## src/rtl/piezo_event_timestamper_if.sv

```systemverilog
`default_nettype none
// ============================================================================
// Module   : piezo_event_timestamper_if
// Brief    : Avalon-MM slave bus bundle for the piezo event timestamper.
// Revision : 1.0 - initial release
// ============================================================================
interface piezo_event_timestamper_if;
  logic [1:0]  avs_address;
  logic        avs_read;
  logic [31:0] avs_readdata;
  logic        avs_write;
  logic [31:0] avs_writedata;

  // CPU side drives the strobes, the block returns read data
  modport master (
    output avs_address,
    output avs_read,
    output avs_write,
    output avs_writedata,
    input  avs_readdata
  );

  modport slave (
    input  avs_address,
    input  avs_read,
    input  avs_write,
    input  avs_writedata,
    output avs_readdata
  );
endinterface
`default_nettype wire

```

## src/rtl/piezo_event_timestamper.sv

```systemverilog
`default_nettype none
// ============================================================================
// Module   : piezo_event_timestamper
// Brief    : Debounced capture of PTP timestamps on piezo trigger edges,
//            buffered in a FIFO and read back over an Avalon-MM slave.
// Revision : 1.0 - initial release
// ============================================================================
module piezo_event_timestamper #(
  parameter int TIME_W     = 32,
  parameter int FIFO_DEPTH = 8,
  parameter int DEBOUNCE   = 4
) (
  input  logic                      clk,
  input  logic                      reset,
  input  logic [TIME_W-1:0]         time_now,
  input  logic                      event_trigger,
  output logic                      piezo_enable,
  output logic                      flag_allow_read,
  output logic                      overflow,
  piezo_event_timestamper_if.slave  avs
);

  localparam int AW = (FIFO_DEPTH > 1) ? $clog2(FIFO_DEPTH) : 1;
  localparam int CW = $clog2(DEBOUNCE + 1) + 1;

  localparam logic [AW:0]   c_FULL      = (AW + 1)'(FIFO_DEPTH);
  localparam logic [AW:0]   c_PTR_ONE   = {{AW{1'b0}}, 1'b1};
  localparam logic [CW-1:0] c_CNT_ONE   = {{(CW-1){1'b0}}, 1'b1};
  // Last qualify count before the push: the edge cycle itself counts as one
  localparam logic [CW-1:0] c_QUAL_LAST = CW'(DEBOUNCE - 1);

  localparam logic [1:0] c_ADDR_DATA   = 2'd0;
  localparam logic [1:0] c_ADDR_STATUS = 2'd1;
  localparam logic [1:0] c_ADDR_CTRL   = 2'd2;

  typedef enum logic [1:0] {
    S_IDLE    = 2'd0,
    S_ARMED   = 2'd1,
    S_QUALIFY = 2'd2,
    S_HOLDOFF = 2'd3
  } state_t;

  logic              sync1_q, s_q, s_d_q;
  state_t            state_q;
  logic [TIME_W-1:0] ts_q;
  logic [CW-1:0]     cnt_q;
  logic              piezo_enable_q;

  logic              arm_q, arm_d;
  logic              overflow_q, overflow_d;
  logic              flag_q, flag_d;
  logic [31:0]       readdata_q, readdata_d;
  logic [AW:0]       wptr_q, wptr_d;
  logic [AW:0]       rptr_q, rptr_d;
  logic [AW:0]       count_q, count_d;
  logic [TIME_W-1:0] mem [FIFO_DEPTH];

  logic w_ctrl_wr, w_clr_ovf, w_flush, w_rise, w_push, w_pop;
  logic w_push_ok, w_ovf_set;
  logic w_unused;

  assign w_unused = ^avs.avs_writedata[31:3];

  // Two-flop synchronizer plus one delay stage for edge detection
  always_ff @(posedge clk) begin
    if (reset) begin
      sync1_q <= 1'b0;
      s_q     <= 1'b0;
      s_d_q   <= 1'b0;
    end else begin
      sync1_q <= event_trigger;
      s_q     <= sync1_q;
      s_d_q   <= s_q;
    end
  end

  // Bus decode and event strobes; arm_d lets a disarm cancel a same-cycle push
  always_comb begin
    w_ctrl_wr = avs.avs_write && (avs.avs_address == c_ADDR_CTRL);
    arm_d     = w_ctrl_wr ? avs.avs_writedata[0] : arm_q;
    w_clr_ovf = w_ctrl_wr && avs.avs_writedata[1];
    w_flush   = w_ctrl_wr && avs.avs_writedata[2];
    w_rise    = s_q && !s_d_q;
    w_push    = (state_q == S_QUALIFY) && s_q && (cnt_q >= c_QUAL_LAST) && arm_d;
    w_pop     = avs.avs_read && (avs.avs_address == c_ADDR_DATA) && (count_q != '0);
  end

  // Capture FSM: arm, latch on edge, debounce, hold off until the input drops
  always_ff @(posedge clk) begin
    if (reset) begin
      state_q        <= S_IDLE;
      ts_q           <= '0;
      cnt_q          <= '0;
      piezo_enable_q <= 1'b0;
    end else if (!arm_d) begin
      state_q        <= S_IDLE;
      piezo_enable_q <= 1'b0;
    end else begin
      piezo_enable_q <= 1'b1;
      case (state_q)
        S_IDLE: state_q <= S_ARMED;
        S_ARMED: begin
          if (w_rise) begin
            ts_q    <= time_now;
            cnt_q   <= c_CNT_ONE;
            state_q <= S_QUALIFY;
          end
        end
        S_QUALIFY: begin
          if (!s_q) begin
            state_q <= S_ARMED;
          end else if (cnt_q >= c_QUAL_LAST) begin
            state_q <= S_HOLDOFF;
          end else begin
            cnt_q <= cnt_q + c_CNT_ONE;
          end
        end
        S_HOLDOFF: begin
          if (!s_q) state_q <= S_ARMED;
        end
        default: state_q <= S_IDLE;
      endcase
    end
  end

  // FIFO pointer/count update; flush beats any push, a full push needs a pop
  always_comb begin
    w_push_ok  = w_push && !w_flush && ((count_q != c_FULL) || w_pop);
    w_ovf_set  = w_push && !w_flush && (count_q == c_FULL) && !w_pop;
    wptr_d     = wptr_q;
    rptr_d     = rptr_q;
    count_d    = count_q;
    if (w_flush) begin
      wptr_d  = '0;
      rptr_d  = '0;
      count_d = '0;
    end else begin
      if (w_push_ok) wptr_d = wptr_q + c_PTR_ONE;
      if (w_pop)     rptr_d = rptr_q + c_PTR_ONE;
      case ({w_push_ok, w_pop})
        2'b10:   count_d = count_q + c_PTR_ONE;
        2'b01:   count_d = count_q - c_PTR_ONE;
        default: count_d = count_q;
      endcase
    end
    overflow_d = w_ovf_set || (overflow_q && !w_clr_ovf);
    flag_d     = (count_d != '0);
  end

  // Registered read mux, zero when idle or unmapped
  always_comb begin
    readdata_d = '0;
    if (avs.avs_read) begin
      case (avs.avs_address)
        c_ADDR_DATA:   if (count_q != '0) readdata_d = 32'(mem[rptr_q[AW-1:0]]);
        c_ADDR_STATUS: readdata_d = {16'(count_q), 13'd0, arm_q, overflow_q, (count_q == '0)};
        c_ADDR_CTRL:   readdata_d = {31'd0, arm_q};
        default:       readdata_d = '0;
      endcase
    end
  end

  // Control and status registers
  always_ff @(posedge clk) begin
    if (reset) begin
      arm_q      <= 1'b0;
      overflow_q <= 1'b0;
      flag_q     <= 1'b0;
      readdata_q <= '0;
      wptr_q     <= '0;
      rptr_q     <= '0;
      count_q    <= '0;
    end else begin
      arm_q      <= arm_d;
      overflow_q <= overflow_d;
      flag_q     <= flag_d;
      readdata_q <= readdata_d;
      wptr_q     <= wptr_d;
      rptr_q     <= rptr_d;
      count_q    <= count_d;
    end
  end

  // Timestamp storage; contents are only visible through the gated read path
  always_ff @(posedge clk) begin
    if (w_push_ok) mem[wptr_q[AW-1:0]] <= ts_q;
  end

  assign piezo_enable     = piezo_enable_q;
  assign flag_allow_read  = flag_q;
  assign overflow         = overflow_q;
  assign avs.avs_readdata = readdata_q;

endmodule
`default_nettype wire

```

## src/flat_wrapper.sv

```systemverilog
// flat-port wrapper written by rule: the top's interface ports become plain ports
module piezo_event_timestamper_flat 
#(
  parameter int TIME_W     = 32,
  parameter int FIFO_DEPTH = 8,
  parameter int DEBOUNCE   = 4
)
  (clk, reset, time_now, event_trigger, piezo_enable, flag_allow_read, overflow, avs_avs_address, avs_avs_read, avs_avs_write, avs_avs_writedata, avs_avs_readdata);
  piezo_event_timestamper_if avs_i ();
  input  logic clk;
  input  logic reset;
  input  logic [TIME_W-1:0] time_now;
  input  logic event_trigger;
  output logic piezo_enable;
  output logic flag_allow_read;
  output logic overflow;
  input wire logic [$bits(avs_i.avs_address)-1:0] avs_avs_address;
  input wire logic [$bits(avs_i.avs_read)-1:0] avs_avs_read;
  input wire logic [$bits(avs_i.avs_write)-1:0] avs_avs_write;
  input wire logic [$bits(avs_i.avs_writedata)-1:0] avs_avs_writedata;
  output wire logic [$bits(avs_i.avs_readdata)-1:0] avs_avs_readdata;
  assign avs_i.avs_address = avs_avs_address;
  assign avs_i.avs_read = avs_avs_read;
  assign avs_i.avs_write = avs_avs_write;
  assign avs_i.avs_writedata = avs_avs_writedata;
  assign avs_avs_readdata = avs_i.avs_readdata;
  piezo_event_timestamper #(.TIME_W(TIME_W), .FIFO_DEPTH(FIFO_DEPTH), .DEBOUNCE(DEBOUNCE)) u_core (.clk(clk), .reset(reset), .time_now(time_now), .event_trigger(event_trigger), .piezo_enable(piezo_enable), .flag_allow_read(flag_allow_read), .overflow(overflow), .avs(avs_i));
endmodule
```

## config.mk

```make
export PLATFORM = sky130hd
export DESIGN_NAME = piezo_event_timestamper_flat
export DESIGN_NICKNAME = d
export VERILOG_FILES = /design/src/rtl/piezo_event_timestamper_if.sv /design/src/rtl/piezo_event_timestamper.sv /design/src/flat_wrapper.sv
export SDC_FILE = /design/constraint.sdc
export NUM_CORES = 1
export LEC_CHECK = 0
export BUFFER_PORTS_ARGS = -buffer_cell sky130_fd_sc_hd__buf_2
export CORE_ASPECT_RATIO = 1.25
export CORE_MARGIN = 10
export CORE_UTILIZATION = 66
export CTS_BUF_LIST = sky130_fd_sc_hd__clkbuf_8
export DETAILED_ROUTE_END_ITERATION = 8
export PLACE_DENSITY = 0.95
export SETUP_SLACK_MARGIN = 0.02
export SYNTH_ARGS = -nofsm -noshare
export SYNTH_HDL_FRONTEND = slang
export SYNTH_SLANG_ARGS = --single-unit
```

## constraint.sdc

```tcl
create_clock -name clk -period 7.38 [get_ports clk]
set_input_delay 1.107 -clock clk [delete_from_list [all_inputs] [get_ports clk]]
set_output_delay 1.107 -clock clk [all_outputs]
set_load 0.01 [all_outputs]
```

### Yosys cells after proc, flatten, opt, wreduce, memory -nomap -nowiden

Memory sizes are Yosys's and may differ from the RTL's. A register that Yosys moved wholly into a read port is not among the register bits.
Index checks and enable logic that the tools add are counted.

* register bits: 89
* RAM bits: 256
* output and inout bits: 35
* memories kept: 1

* add/subtract/negate cells: 5
* $lt $le $gt $ge: 1
* eq/ne operators: 14
* mux-type cells: 19
* bitwise logic cells: 2
* reductions and logical operators: 32

Memory list
* u_core.mem: depth 8, width 32, rd ports 1, clocked after memory_dff 1, write ports 1, RTL line piezo_event_timestamper.sv:56 `logic [TIME_W-1:0] mem [FIFO_DEPTH];`

Operator list (count)
* $pmux W32 S3: 1
* $mux W32: 1
* $add A4 B1 Y4 const B: 4
* $mux W4: 4
* $pmux W4 S2: 2
* $logic_and A1 B1 Y1: 14
* $eq A2 B2 Y1 const B: 4
* $mux W2: 4
* $pmux W2 S4: 1
* $reduce_bool A4 Y1: 2
* $eq A2 B1 Y1 const B: 3
* $mux W3: 2
* $reduce_and A3 Y1: 2
* $reduce_or A2 Y1: 3
* $reduce_and A5 Y1: 1
* $eq A4 B4 Y1 const B: 1
* $ge A4 B2 Y1 const B: 1
* $logic_not A1 Y1: 4
* $logic_not A2 Y1: 2
* $logic_not A4 Y1: 1
* $mux W1: 4
* $ne A2 B1 Y1 const B: 2
* $ne A2 B2 Y1 const B: 2
* $ne A4 B4 Y1 const B: 1
* other kinds (5): 7

### Longest topological paths before layout

* word-level depth: 10
* mapped depth: 13

### Worst setup path before layout

No wires, ideal clock.

* path type: input to register
* start: input avs_avs_address[1]
* end: memory u_core.mem[0][0] (enable)
* arrival time: 4.454 ns
* required time: 6.919 ns
* path slack: 2.464 ns
* stages on the path: 4
* path buffers: 0
* cells stage by stage: or4b_4 a2111oi_4 nand2b_1 nor3_1

* word-level cells in the longest chain between the ends: 8
* elaborated cells between the ends (all ways): 14

RTL lines
* from (decl): RTL line flat_wrapper.sv:17 `input wire logic [$bits(avs_i.avs_address)-1:0] avs_avs_address;`
* $eq A2 B2 Y1: RTL line piezo_event_timestamper.sv:79 `w_ctrl_wr = avs.avs_write && (avs.avs_address == c_ADDR_CTRL);`
* $logic_and A1 B1 Y1: RTL line piezo_event_timestamper.sv:79
* $mux W1 or $logic_and A1 B1 Y1 (tied branches): RTL line piezo_event_timestamper.sv:80, piezo_event_timestamper.sv:82
* $logic_and A1 B1 Y1 or $logic_not A1 Y1 (tied branches): RTL line piezo_event_timestamper.sv:84, piezo_event_timestamper.sv:128
* $logic_and A1 B1 Y1: RTL line piezo_event_timestamper.sv:128 `w_push_ok = w_push && !w_flush && ((count_q != c_FULL) || w_pop);`
* $logic_and A1 B1 Y1 (*): RTL line piezo_event_timestamper.sv:128
* $mux W1 (*): RTL line piezo_event_timestamper.sv:186 `if (w_push_ok) mem[wptr_q[AW-1:0]] <= ts_q;`
* $mux W1 (not written as such) (*): RTL line piezo_event_timestamper.sv:186
* to (decl): RTL line piezo_event_timestamper.sv:56

Mark *: on every way between the ends. The rest lies on a longest branch, timed or not.

### Final worst setup path

* start: input avs_avs_address[0]
* end: memory u_core.mem[4][15] (enable)

The elaborated chain is that of the path after synthesis.

==> impl_metrics.ini <==
[clock_network]
ctsHoldBuffers = 0
ctsResizeCount = 0
clk_pin_slew_ps = 60
buffer_depth_of_the_longest_clock_path = 3
cts.sink_count = 345
cts_inserted_buffers = 48
post_cts_buffers = 0
cts_root_buffer = clkbuf_8
cts-htree-levels = 2
cts_tree = done
worst_skew_pair.late_latency_ps = 570

[sta]
worst-slew-pin-transition_ps = 1180
setup_viol_count_final = 0
rsz0062_at_grt = no
report.final.slew_viol_count = 0
final.min_clock_period_ps = 3770
fin_crit_sh_pct = 51.1
clock-skew-final_ps = 22.1
timing.slew.headroom_pct = 20.7
final_hold_viol_count = 0
setup_total_negative_slack_ps = 0
fmaxAchievable_mhz = 265

[grt]
grt_antenna_before_repair = 0
grt_max_degree = 65
total_routing_usage_reported_by_global_routing_pct = 21.7
overflow = 0
via_count_of_the_first_global_routing_pass = 7419
first_pass_grt_wire_length_mm = 41.9

[critical_path]
rr_endpoint = u_core.mem[4][15]
r2r-start = u_core.count_q[0]
timing.critical_path.from = avs_avs_address[0]
worst-endpoint-required_ps = 7610
r2r_cells = 6
cp_max_fo = 17
crit_path_capture_type = flop
timing.setup.critical_path_class = input pin to flop
setup.worst_path.start_class = input pin
worst-r2r-setup-slack_ps = 3730
crit_end = u_core.mem[4][15]
crit_arrival_ps = 4000

[final_layout]
final_layout_size_suffix_gt1_share_pct = 27.9
area.growth.synth_to_final_pct = 12.4
fin_cells = 1107
n_antenna_cell = 0
num-nets-final = 917
num-fill-cells = 996

[logic_synthesis]
yosys_warnings = 0
ys_ff_latch = 345
post-synth-top-area-fraction_pct = 60.0
synth.distinct_cells = 46
synthesized_area_per_cell_um2 = 17.4
postSynthNetCount = 816
synthesis.area_um2 = 12800
post-synth-top-area-cell = edfxtp_1
synth.area.top_cells = edfxtp_1 (60%), dfxtp_1 (14%), mux4_2 (11%), mux2i_1 (3.0%), nand2_1 (2.2%)
synth.yosys.seq_area_share_pct = 73.9
post_synthesis_cell_count = 736

[routing]
drt_pre_antenna_iters = 5
vias = 6991
ant_nets = 0
drt-initial-drc-count = 650
drt-vias-per-instance = 6.32
wire_per_inst_um = 24.4
postRouteWirelength_mm = 27.1
drc = 0

[power]
static-leakage-power_nw = 4.39
sequential_share_of_power_pct = 58.1
intPower_mw = 2.83
p_per_area_nw_per_um2 = 246
ir_worst_vdd_uv = 168
design_power_total_mw = 3.54
p_sw_mw = 0.709
swShare_pct = 20.0
share_clk_of_total_power_pct = 41.2
power.share.combinational_pct = 0.8

[placed_design]
placement.io_buffers = 76
post-dp-hpwl_mm = 15.1
routability_driven_placement_congestion_ratio = 0.765
placed_cells = 1019

[floorplanning]
die_w_um = 145
die_area_um2 = 25400
initial_utilization_pct = 67.7
std_cell_rows = 56
num_io_pins = 106
placeableCoreArea_um2 = 18900
die_h_um = 176

[outcome]
run_status = completed

[hold_path]
hold_path.class = flop to flop

[flow_run]
max_capacitance_violation_count = 0
==> registers in the layout (all words and copies together), names as in the netlist, named ones only <==
register / cells
u_core.state_q: 2
u_core.flag_allow_read: 1
u_core.avs.avs_readdata: 32
u_core.s_d_q: 1
u_core.cnt_q: 4
u_core.mem: 256
u_core.s_q: 1
u_core.count_q: 4
u_core.arm_q: 1
u_core.overflow: 1
u_core.ts_q: 32
u_core.sync1_q: 1
u_core.rptr_q: 3
u_core.wptr_q: 3
==> worst min path at each step <==
stage / startpoint / end / depth (start not counted)
after floorplan: u_core.sync1_q / u_core.s_q / 1
after global placement: u_core.sync1_q / u_core.s_q / 1
after detailed placement: u_core.sync1_q / u_core.s_q / 1
after CTS: u_core.sync1_q / u_core.s_q / 1
after global routing: u_core.cnt_q[2] / u_core.cnt_q[2] / 2
final: u_core.sync1_q / u_core.s_q / 1
==> power groups by stage <==
stage	clock [mW]	combinational (mW)	sequential, mW
after CTS	1.47	0.0266	2.06
after global routing	1.56	0.0293	2.06
after floorplan	0	0.0112	2.10
after global placement	0	0.0255	2.10
final	1.46	0.0268	2.06
after detailed placement	0	0.0266	2.10
==> cells in the final DEF, fill, tap and decap left out, types with 5 or more instances in the layout <==
cell,instances
nor2_1,54
clkinv_2,8
mux2i_1,39
buf_4,12
nand2_1,74
nand2b_1,5
inv_1,21
buf_2,76
dfxtp_1,86
ha_1,8
mux4_2,64
a21oi_1,45
o21ai_0,5
clkinv_1,5
clkbuf_8,56
edfxtp_1,256
nor2_2,6
==> worst max-delay path, cell delays in order <==
cell	delay, ps
buf_2	170
or4b_4	640
a2111oi_4	470
nand2b_1	270
nor2_2	900
buf_4	440
==> synth_stat cells (all sizes together) <==
cell / n
a2111oi: 1
a21boi: 1
a21o: 3
a21oi: 45
a41oi: 1
and2: 3
and2b: 1
and3b: 1
and4b: 1
buf: 14
clkbuf: 23
dfxtp: 89
edfxtp: 256
fa: 1
ha: 8
inv: 7
mux2i: 41
mux4: 64
nand2: 74
nand2b: 5
nand3: 4
nand3b: 1
nor2: 60
nor2b: 2
nor3: 6
nor3b: 1
nor4: 1
nor4b: 1
o21ai: 5
o21ba: 1
o31a: 1
o31ai: 1
or2: 3
or3: 2
or4b: 2
xnor2: 2
xor2: 4
==> cell type report <==
| type | count | area, µm² | area share (%) |
|---|---|---|---|
| Clock buffer | 56 | 771 | 5.35 |
| Multi-Input combinational cell | 347 | 3170 | 22.0 |
| Inverter | 7 | 26.3 | 0.182 |
| Tap cell | 232 | 290 | 2.02 |
| Sequential cell | 345 | 9480 | 65.8 |
| Timing Repair Buffer | 88 | 470 | 3.27 |
| Clock inverter | 32 | 195 | 1.36 |
==> cell families after synthesis <==
logic type,count (synthesis),synth area share (%)
flops,345,73.9
simple gates,168,5.87
mux,105,14.6
compound gates,59,2.69
buf+inv,44,1.56
fa+ha+maj,9,0.938
xor+xnor,6,0.410
==> metrics by stage <==
| step | setup slack, ps | instance area (µm²) | hold slack, ps | utilization, % |
|---|---|---|---|---|
| 2_1_floorplan | 2460 | 12800 | 414 | - |
| 3_3_place_gp | 3120 | 13400 | 438 | 71.0 |
| 3_5_place_dp | 3090 | 13400 | 455 | 71.0 |
| 4_1_cts | 3660 | 14400 | 465 | 76.1 |
| 5_1_grt | 3550 | 14400 | 490 | 76.1 |
| 6_report | 3610 | 14400 | 462 | 76.1 |
==> layer usage <==
layer | global-route usage (%) | up-vias | share of wire [%]
met5 | 0 | - | 0
met4 | 10.5 | 0 | 3.5
met3 | 4.59 | 78 | 8.1
met2 | 36.2 | 416 | 52
met1 | 26.3 | 3495 | 36
li1 | - | 3002 | -
No activity file was read; power rests on OpenSTA's default activity.
